$ cat config.mk
export PLATFORM = sky130hd
export DESIGN_NAME = my_divider_flat
export DESIGN_NICKNAME = d
export VERILOG_FILES = /design/src/rtl/my_divider_if.sv /design/src/rtl/my_divider.sv /design/src/flat_wrapper.sv
export SDC_FILE = /design/constraint.sdc
export NUM_CORES = 1
export LEC_CHECK = 0
export CAP_MARGIN = 30
export CELL_PAD_IN_SITES_DETAIL_PLACEMENT = 1
export CELL_PAD_IN_SITES_GLOBAL_PLACEMENT = 1
export CORE_MARGIN = 3
export CORE_UTILIZATION = 30
export DETAILED_ROUTE_END_ITERATION = 10
export GPL_TIMING_DRIVEN = 0
export PLACE_DENSITY_LB_ADDON = 0.15
export REMOVE_ABC_BUFFERS = 1
export SLEW_MARGIN = 20
export SYNTH_ARGS = -nofsm -noshare
export SYNTH_HDL_FRONTEND = slang
export SYNTH_SLANG_ARGS = --single-unit
$ cat constraint.sdc
create_clock -name clk -period 2.9 [get_ports clk]
set_clock_uncertainty 0.2 [all_clocks]
set_input_delay 0.87 -clock clk [delete_from_list [all_inputs] [get_ports clk]]
set_output_delay 0.87 -clock clk [all_outputs]
set_load 0.02 [all_outputs]
$ cat src/rtl/my_divider_if.sv
// my_divider_if: start/operand request and result bundle for the sequential divider.
// Ports: start, dividend, divisor (requester -> divider); busy, done, quotient, remainder, div_by_zero (divider -> requester).
// Modports: master (requester side), slave (divider side).
interface my_divider_if #(
  parameter int WIDTH = 4
);
  logic             start;
  logic [WIDTH-1:0] dividend;
  logic [WIDTH-1:0] divisor;
  logic             busy;
  logic             done;
  logic [WIDTH-1:0] quotient;
  logic [WIDTH-1:0] remainder;
  logic             div_by_zero;

  modport master (
    output start, dividend, divisor,
    input  busy, done, quotient, remainder, div_by_zero
  );

  modport slave (
    input  start, dividend, divisor,
    output busy, done, quotient, remainder, div_by_zero
  );
endinterface

$ cat src/rtl/my_divider.sv
// my_divider: sequential unsigned restoring divider, one quotient bit per clock.
// Latency: done is high in the cycle after edge E(WIDTH) following the start edge E0; start is accepted only in IDLE/DONE.
// Backpressure: none; start during RUN is ignored, and start held in the done cycle chains the next division.
// Ports: clk, rst (sync, active-high), bus (my_divider_if.slave: start/dividend/divisor in; busy/done/quotient/remainder/div_by_zero out).
// Optional feature: define DIV_ZERO_DETECT_EN to finish a zero-divisor request immediately with div_by_zero=1.
module my_divider #(
  parameter int WIDTH = 4
) (
  input logic         clk,
  input logic         rst,
  my_divider_if.slave bus
);

  localparam int CW = (WIDTH > 1) ? $clog2(WIDTH) : 1;

  typedef enum logic [1:0] {
    IDLE = 2'd0,
    RUN  = 2'd1,
    DONE = 2'd2
  } state_t;

  state_t           state_q, state_d;
  logic [WIDTH-1:0] work_q;   // dividend bits shift out the top, quotient bits shift in the bottom
  logic [WIDTH-1:0] rem_q;    // partial remainder between steps
  logic [WIDTH-1:0] dvsr_q;
  logic [CW-1:0]    cnt_q;
  logic [WIDTH-1:0] quot_q;
  logic [WIDTH-1:0] remd_q;

  logic             accept;
  logic             zero_skip;
  logic [WIDTH:0]   shifted;
  logic [WIDTH:0]   trial;
  logic [WIDTH-1:0] work_n;
  logic [WIDTH-1:0] rem_n;

  assign accept = (state_q != RUN) && bus.start;

`ifdef DIV_ZERO_DETECT_EN
  logic dbz_q;
  assign zero_skip       = (bus.divisor == '0);
  assign bus.div_by_zero = dbz_q;
`else
  assign zero_skip       = 1'b0;
  assign bus.div_by_zero = 1'b0;
`endif

  // One restoring step. The partial remainder is WIDTH+1 bits only after the
  // shift: between steps it is always below the divisor (or, for a zero
  // divisor, holds dividend bits), so its top bit is zero and is not stored.
  // When the trial goes negative the shifted value was below the divisor,
  // so its top bit is zero too and the low WIDTH bits are exact.
  always_comb begin
    shifted = {rem_q, work_q[WIDTH-1]};
    trial   = shifted - {1'b0, dvsr_q};
    rem_n   = shifted[WIDTH-1:0];
    work_n  = {work_q[WIDTH-2:0], 1'b0};
    if (!trial[WIDTH]) begin
      rem_n  = trial[WIDTH-1:0];
      work_n = {work_q[WIDTH-2:0], 1'b1};
    end
  end

  always_ff @(posedge clk) begin
    if (rst) state_q <= IDLE;
    else     state_q <= state_d;
  end

  always_comb begin
    state_d = state_q;
    case (state_q)
      IDLE, DONE: begin
        if (bus.start) state_d = zero_skip ? DONE : RUN;
        else           state_d = IDLE;
      end
      RUN: begin
        if (cnt_q == '0) state_d = DONE;
      end
      default: state_d = IDLE;
    endcase
  end

  always_ff @(posedge clk) begin
    if (rst) begin
      work_q <= '0;
      rem_q  <= '0;
      dvsr_q <= '0;
      cnt_q  <= '0;
      quot_q <= '0;
      remd_q <= '0;
`ifdef DIV_ZERO_DETECT_EN
      dbz_q  <= 1'b0;
`endif
    end else if (accept) begin
      work_q <= bus.dividend;
      rem_q  <= '0;
      dvsr_q <= bus.divisor;
      cnt_q  <= CW'(WIDTH - 1);
`ifdef DIV_ZERO_DETECT_EN
      // Zero divisor completes on the start edge with the same values the
      // full algorithm would produce.
      if (zero_skip) begin
        quot_q <= '1;
        remd_q <= bus.dividend;
        dbz_q  <= 1'b1;
      end
`endif
    end else if (state_q == RUN) begin
      work_q <= work_n;
      rem_q  <= rem_n;
      if (cnt_q == '0) begin
        quot_q <= work_n;
        remd_q <= rem_n;
`ifdef DIV_ZERO_DETECT_EN
        dbz_q  <= 1'b0;
`endif
      end else begin
        cnt_q <= cnt_q - CW'(1);
      end
    end
  end

  assign bus.busy      = (state_q == RUN);
  assign bus.done      = (state_q == DONE);
  assign bus.quotient  = quot_q;
  assign bus.remainder = remd_q;

endmodule

$ cat src/flat_wrapper.sv
// flat-port wrapper written by rule: the top's interface ports become plain ports
module my_divider_flat 
#(
  parameter int WIDTH = 4
)
  (clk, rst, bus_start, bus_dividend, bus_divisor, bus_busy, bus_done, bus_quotient, bus_remainder, bus_div_by_zero);
  my_divider_if #(.WIDTH(WIDTH)) bus_i ();
  input logic clk;
  input logic rst;
  input wire logic [$bits(bus_i.start)-1:0] bus_start;
  input wire logic [$bits(bus_i.dividend)-1:0] bus_dividend;
  input wire logic [$bits(bus_i.divisor)-1:0] bus_divisor;
  output wire logic [$bits(bus_i.busy)-1:0] bus_busy;
  output wire logic [$bits(bus_i.done)-1:0] bus_done;
  output wire logic [$bits(bus_i.quotient)-1:0] bus_quotient;
  output wire logic [$bits(bus_i.remainder)-1:0] bus_remainder;
  output wire logic [$bits(bus_i.div_by_zero)-1:0] bus_div_by_zero;
  assign bus_i.start = bus_start;
  assign bus_i.dividend = bus_dividend;
  assign bus_i.divisor = bus_divisor;
  assign bus_busy = bus_i.busy;
  assign bus_done = bus_i.done;
  assign bus_quotient = bus_i.quotient;
  assign bus_remainder = bus_i.remainder;
  assign bus_div_by_zero = bus_i.div_by_zero;
  my_divider #(.WIDTH(WIDTH)) u_core (.clk(clk), .rst(rst), .bus(bus_i));
endmodule
==> results.yml, run 1 <==
clock_tree:
  clk_path_buf_depth: 2
  insertion_delay_ps: 260
  numCtsBuffers: 3
  post_cts_buffers: 0
  clock_sinks: 24
  cts_tree: "done"
  clk_pin_slew_ps: 90
  cts_root_buffer: "clkbuf_8"
  cts-htree-levels: 1
detailed_routing:
  drtAntennaViolNets: 0
  drt_iter0_markers: 40
  firstDrtPassIters: 3
  vias_per_cell: 4.98
  routed-via-count: 1036
  drc: 0
  wl_mm: 2.91
  wl_per_cell_um: 14.0
critical_path:
  path_buf_inv: 2
  path_max_fanout: 26
  reg2reg_from: "u_core.work_q[3]"
  regToRegSetupSlack_ps: 210
  cpMaxStageDelayCell: "clkdlybuf4s50_1"
  crit_family: "buffers and inverters"
  crit_path_start_kind: "flop"
  path_class: "reg2out"
  crit_required_ps: 1830
  r2r_cells: 8
  worst_setup_path_end_kind: "output port"
  cp_cell_sequence: "nand2b_4, inv_2, clkdlybuf4s50_1"
  worstPathArrival_ps: 1690
  reg2reg_to: "u_core.rem_q[2]"
  max_stage_delay_ps: 630
logic_synthesis:
  ys_warn_count: 0
  synth_area_leaders: "dfxtp_1, mux2i_1, ha_1"
  syn_inst: 145
  synth_top_family_by_area: "simple AND/OR/NAND/NOR gates"
  netlist_area_mm2: 0.00122
  syn_avg_cell_area_um2: 8.43
  synth_xor_area_share_pct: 3.68
  synth_top_area_share_pct: 39.3
  synth-compound-area-share_pct: 15.8
  synth-seq-cells: 24
  yosys.area.top_type: "dfxtp_1"
  yosysUniqueCellTypes: 32
  synthAdderAreaFrac_pct: 6.76
  synthSimpleGateAreaFrac_pct: 21.9
  synthMuxAreaShare_pct: 5.73
  ys_seq_area_share_pct: 39.3
timing:
  slew_headroom_pct: 40.8
  hold_slack_ps: 259
  finalCritPeriodShare_pct: 95.3
  rsz0062_at_grt: "no"
  hold_violations: 0
  slew_viol_final: 0
  setup_viol: 0
  fmax_mhz: 362
  finalCriticalPeriod_ps: 2760
  tightest_slew_ps: 885
global_route:
  grt_use_total_pct: 12.5
  grt_first_pass_wirelength_mm: 5.00
  grt_overflow: 0
  grt_pass1_vias: 1106
  antenna_found_initial: 0
  grt_max_degree: 27
floorplan:
  start_util_pct: 32.2
  ios: 22
  die_area_mm2: 0.00488
  dieWidth_um: 69.8
  core_area_mm2: 0.00380
  die_h_um: 69.8
  placementRows: 22
final_layout:
  layout_common_cells: "dfxtp_1, clkdlybuf4s50_1, nor2_1, nand2_1, a21oi_1"
  nNetsFinal: 178
  mostFrequentLayoutCell: "dfxtp_1"
  utilization_pct: 40.0
  antennaDiodeCount: 0
  syn2layout_area_growth_pct: 24.3
  drive_above_1_share_pct: 6.88
  fill_cells: 446
power:
  p_leak_uw: 0.000579
  p_per_area_mw_per_mm2: 573
  ir_worst_vdd_mv: 0.281
min_path:
  hp-class: "reg2reg"
  holdPathStages: 2
  hp-start: "u_core.bus.quotient[1]"
  worstHoldEndpoint: "u_core.bus.quotient[1]"
outcome:
  outcome: "completed"
place:
  dp_hpwl_mm: 2.26
  place_congestion: 0.735
  io_buffer_count: 20
flow_run:
  maxCapViolations: 0
cell families (layout without fill, tap and decap cells):
kind of cell / after synthesis / in the layout
AND/OR/NAND/NOR: 55 / 55
AO/OA/AOI/OAI: 30 / 30
flip-flops: 24 / 24
buffers and inverters: 19 / 34
multiplexers: 7 / 7
adder cells (fa/ha/maj): 6 / 6
XOR/XNOR: 3 / 3
other: 1 / 1
worst register-to-register path, stage by stage, from the launching register on:
cell,delay (ps)
dfxtp_1,380
inv_1,90
ha_1,210
fa_1,410
nand2b_2,210
a21oi_4,290
xor2_4,340
mux2i_1,310
a211oi_1,110
final cells by class:
cell class	count	area, um^2	area share (%)
multi-input combinational	102	669	44.1
sequential	24	480	31.6
timing repair buffer	20	200	13.2
tap	48	60.1	3.95
clock buffer	3	41.3	2.72
inverter	10	37.5	2.47
clock inverter	1	30.0	1.98
worst max-delay path by stage:
stage                                    endpoint  cells past startpoint               from  slack, ps
after floorplan           u_core.bus.remainder[3]                      8   u_core.work_q[3]        560
after global placement                   bus_busy                      3  u_core.state_q[1]       -130
after detailed placement                 bus_busy                      3  u_core.state_q[1]       -170
after CTS                                bus_busy                      3  u_core.state_q[0]        120
after global routing                     bus_busy                      3  u_core.state_q[0]         30
final                                    bus_busy                      3  u_core.state_q[0]        140
synth_stat cells:
cell type and n:
nor4_1 2, xor2_1 1, nand3b_1 1, a211oi_1 8
a22o_1 2, xnor2_1 1, nor3_1 2, nand2b_1 2
nand3_1 8, inv_1 10, xor2_4 1, conb_1 1
dfxtp_1 24, fa_1 1, nor2b_1 1, and2_1 1
a31oi_1 3, mux2i_1 7, buf_2 1, and3_1 3
nand2b_2 1, or3_2 2, nor2_1 15, a21oi_4 1
nor4b_1 2, a21oi_1 12, ha_1 5, buf_4 1
clkbuf_4 1, clkbuf_1 6, nand2_1 15, o21ai_0 4
sequential cells by signal, summed over array words and instances, names as in the netlist:
register,cells
u_core.cnt_q,2
u_core.bus.remainder,4
u_core.work_q,4
u_core.state_q,2
u_core.dvsr_q,4
u_core.bus.quotient,4
u_core.rem_q,4
metrics by stage:
stage | setup WS [ps] | area [um^2] | setup TNS [ps] | power [uW] | cells
global route | 32.6 | 1520 | 0 | 919 | 208
CTS | 124 | 1520 | 0 | 881 | 208
floorplan | 563 | 1180 | 0 | 510 | 136
finish | 135 | 1520 | 0 | 870 | 208
detailed placement | -171 | 1440 | -171 | 585 | 204
global placement | -127 | 1440 | -127 | 575 | 204
power by group:
| part | internal, uW | leakage [uW] | total [uW] | switching, uW |
|---|---|---|---|---|
| logic | 84.7 | 0.000347 | 203 | 118 |
| registers | 353 | 0.000197 | 374 | 20.9 |
| clock network | 184 | 0.0000357 | 293 | 109 |
| total | 622 | 0.000579 | 870 | 247 |
routing by layer:
| metal | share of wire, % | vias up | routed length, um | track usage (%) |
|---|---|---|---|---|
| met5 | 0 | - | 0 | 0 |
| met4 | 0 | 0 | 0 | 2.55 |
| met3 | 2.8 | 0 | 81 | 2.46 |
| met2 | 49 | 14 | 1440 | 22.1 |
| met1 | 48 | 496 | 1390 | 15.5 |
| li1 | - | 526 | - | - |
what timing repair did:
action,in CTS,in global routing
gates resized for setup,3,0
hold buffers,0,0
setup endpoints to repair,1,0
Note: power is estimated with default switching activity, not from simulation.
==> run 2, diff against run 1 <==
--- a/config.mk
+++ b/config.mk
@@ -5,7 +5,7 @@
 export SDC_FILE = /design/constraint.sdc
 export NUM_CORES = 1
 export LEC_CHECK = 0
-export CAP_MARGIN = 30
+export CAP_MARGIN = 20
 export CELL_PAD_IN_SITES_DETAIL_PLACEMENT = 1
 export CELL_PAD_IN_SITES_GLOBAL_PLACEMENT = 1
 export CORE_MARGIN = 3
==> results of run 2 <==
No change in the layout: final DEF, timing and power equal those of run 1.
==> run 3, diff against run 2 <==
--- a/config.mk
+++ b/config.mk
@@ -11,6 +11,7 @@
 export CORE_MARGIN = 3
 export CORE_UTILIZATION = 30
 export DETAILED_ROUTE_END_ITERATION = 10
+export DONT_BUFFER_PORTS = 1
 export GPL_TIMING_DRIVEN = 0
 export PLACE_DENSITY_LB_ADDON = 0.15
 export REMOVE_ABC_BUFFERS = 1
==> run 3 against run 2 <==
Compared with the run above:
- fmax up 5.9%
- combinational power down 21%
- critical path type is now reg2reg
- clock power down 19%
- design area down 15%
- largest power group unchanged
- die area unchanged
- worst hold slack worse by 1.7 ps
==> results.yml, run 3 (synthesis results as in run 1) <==
global_route:
  grt_pass1_vias: 982
  grt_overflow: 0
  grt_max_degree: 27
  antenna_found_initial: 0
  grt_first_pass_wirelength_mm: 4.82
  grt_use_total_pct: 12.1
final_layout:
  syn2layout_area_growth_pct: 6.14
  mostFrequentLayoutCell: "dfxtp_1"
  nNetsFinal: 158
  fill_cells: 461
  layout_common_cells: "dfxtp_1, nor2_1, nand2_1, a21oi_1, inv_1"
  drive_above_1_share_pct: 7.14
  antennaDiodeCount: 0
timing:
  tightest_slew_ps: 520
  fmax_mhz: 383
  slew_headroom_pct: 65.3
  finalCritPeriodShare_pct: 90.0
  finalCriticalPeriod_ps: 2610
  hold_violations: 0
  slew_viol_final: 0
  setup_viol: 0
  rsz0062_at_grt: "no"
  tns_ps: 0
power:
  p_total_uw: 776
  p_per_area_mw_per_mm2: 598
  ir_worst_vdd_mv: 0.200
  p_leak_uw: 0.000499
place:
  place_congestion: 0.715
  io_buffer_count: 0
  dp_hpwl_mm: 2.14
clock_tree:
  clk_pin_slew_ps: 90
  numCtsBuffers: 3
  cts_tree: "done"
  insertion_delay_ps: 270
  cts_root_buffer: "clkbuf_8"
  cts-htree-levels: 1
  clock_sinks: 24
  clk_path_buf_depth: 2
  post_cts_buffers: 0
floorplan:
  core_area_mm2: 0.00380
  dieWidth_um: 69.8
  die_h_um: 69.8
  start_util_pct: 32.2
  placementRows: 22
  die_area_mm2: 0.00488
  ios: 22
detailed_routing:
  drtAntennaViolNets: 0
  vias_per_cell: 5.19
  drc: 0
  routed-via-count: 976
  drt_iter0_markers: 49
  firstDrtPassIters: 4
  wl_mm: 2.83
  wl_per_cell_um: 15.1
critical_path:
  path_max_fanout: 9
  crit_family: "simple AND/OR/NAND/NOR gates"
  worst_setup_path_end_kind: "flop"
  path_class: "reg2reg"
  cp_cell_sequence: "inv_1, ha_1, fa_1, nand2b_2, a21oi_4, xor2_4, or3_2, nand3_1"
  worstPathArrival_ps: 2630
  crit_required_ps: 2920
  path_buf_inv: 1
  cpMaxStageDelayCell: "or3_2"
  max_stage_delay_ps: 500
  crit_path_start_kind: "flop"
min_path:
  hp-class: "reg2reg"
flow_run:
  maxCapViolations: 0
outcome:
  outcome: "completed"
-- run 3: layout make-up --
class	count	area, um^2	share of cell area [%]
inverters	10	37.5	2.89
multi-input cells	102	664	51.2
clock buffers	4	55.1	4.24
flip-flops and latches	24	480	37.0
well taps	48	60.1	4.63
-- run 3: worst paths after layout --
| path | startpoint | endpoint | slack, ps | cells past startpoint |
|---|---|---|---|---|
| setup / recovery | u_core.work_q[3] | u_core.bus.remainder[3] | 290 | 8 |
| hold / removal | u_core.dvsr_q[2] | u_core.dvsr_q[2] | 260 | 2 |
| setup reg to reg | u_core.work_q[3] | u_core.bus.remainder[3] | 290 | 8 |
| hold reg to reg | u_core.dvsr_q[2] | u_core.dvsr_q[2] | 260 | 2 |
-- run 3: what timing repair did --
item / in CTS / in global routing
endpoints found under the setup margin: 0 / 3
hold buffers: 0 / 0
hold endpoints to repair: 0 / 0
resized for setup: 0 / 1
-- run 3: metal layers --
layer / routed length [um] / part of all wire (%) / up-vias / GRT usage, %
li1: - / - / 485 / -
met1: 1340 / 47 / 469 / 16.0
met2: 1310 / 46 / 18 / 18.2
met3: 150 / 5.3 / 4 / 4.20
met4: 31 / 1.1 / 0 / 4.68
met5: 0 / 0 / - / 0
-- run 3: through the flow --
stage	cells	cell area (um^2)	worst slack (ps)	utilization [%]	hold slack, ps
final	188	1300	290	34.2	257
after CTS	188	1290	8.01	34.1	260
after detailed placement	184	1240	119	32.6	247
after global routing	188	1300	119	34.2	279
after global placement	184	1240	287	32.6	242
after floorplan	136	1180	563	-	230
-- run 3: worst min-delay path: stages, from the launching register on --
cell and delay [ps]:
dfxtp_1 320, nand2_1 50, a21oi_1 50
-- run 3: report_power, final --
part | internal (uW) | leakage [uW] | switching [uW] | total, uW
clock | 121 | 0.0000288 | 114 | 236
sequential | 353 | 0.000197 | 27.4 | 381
combinational | 60.9 | 0.000274 | 98.6 | 160
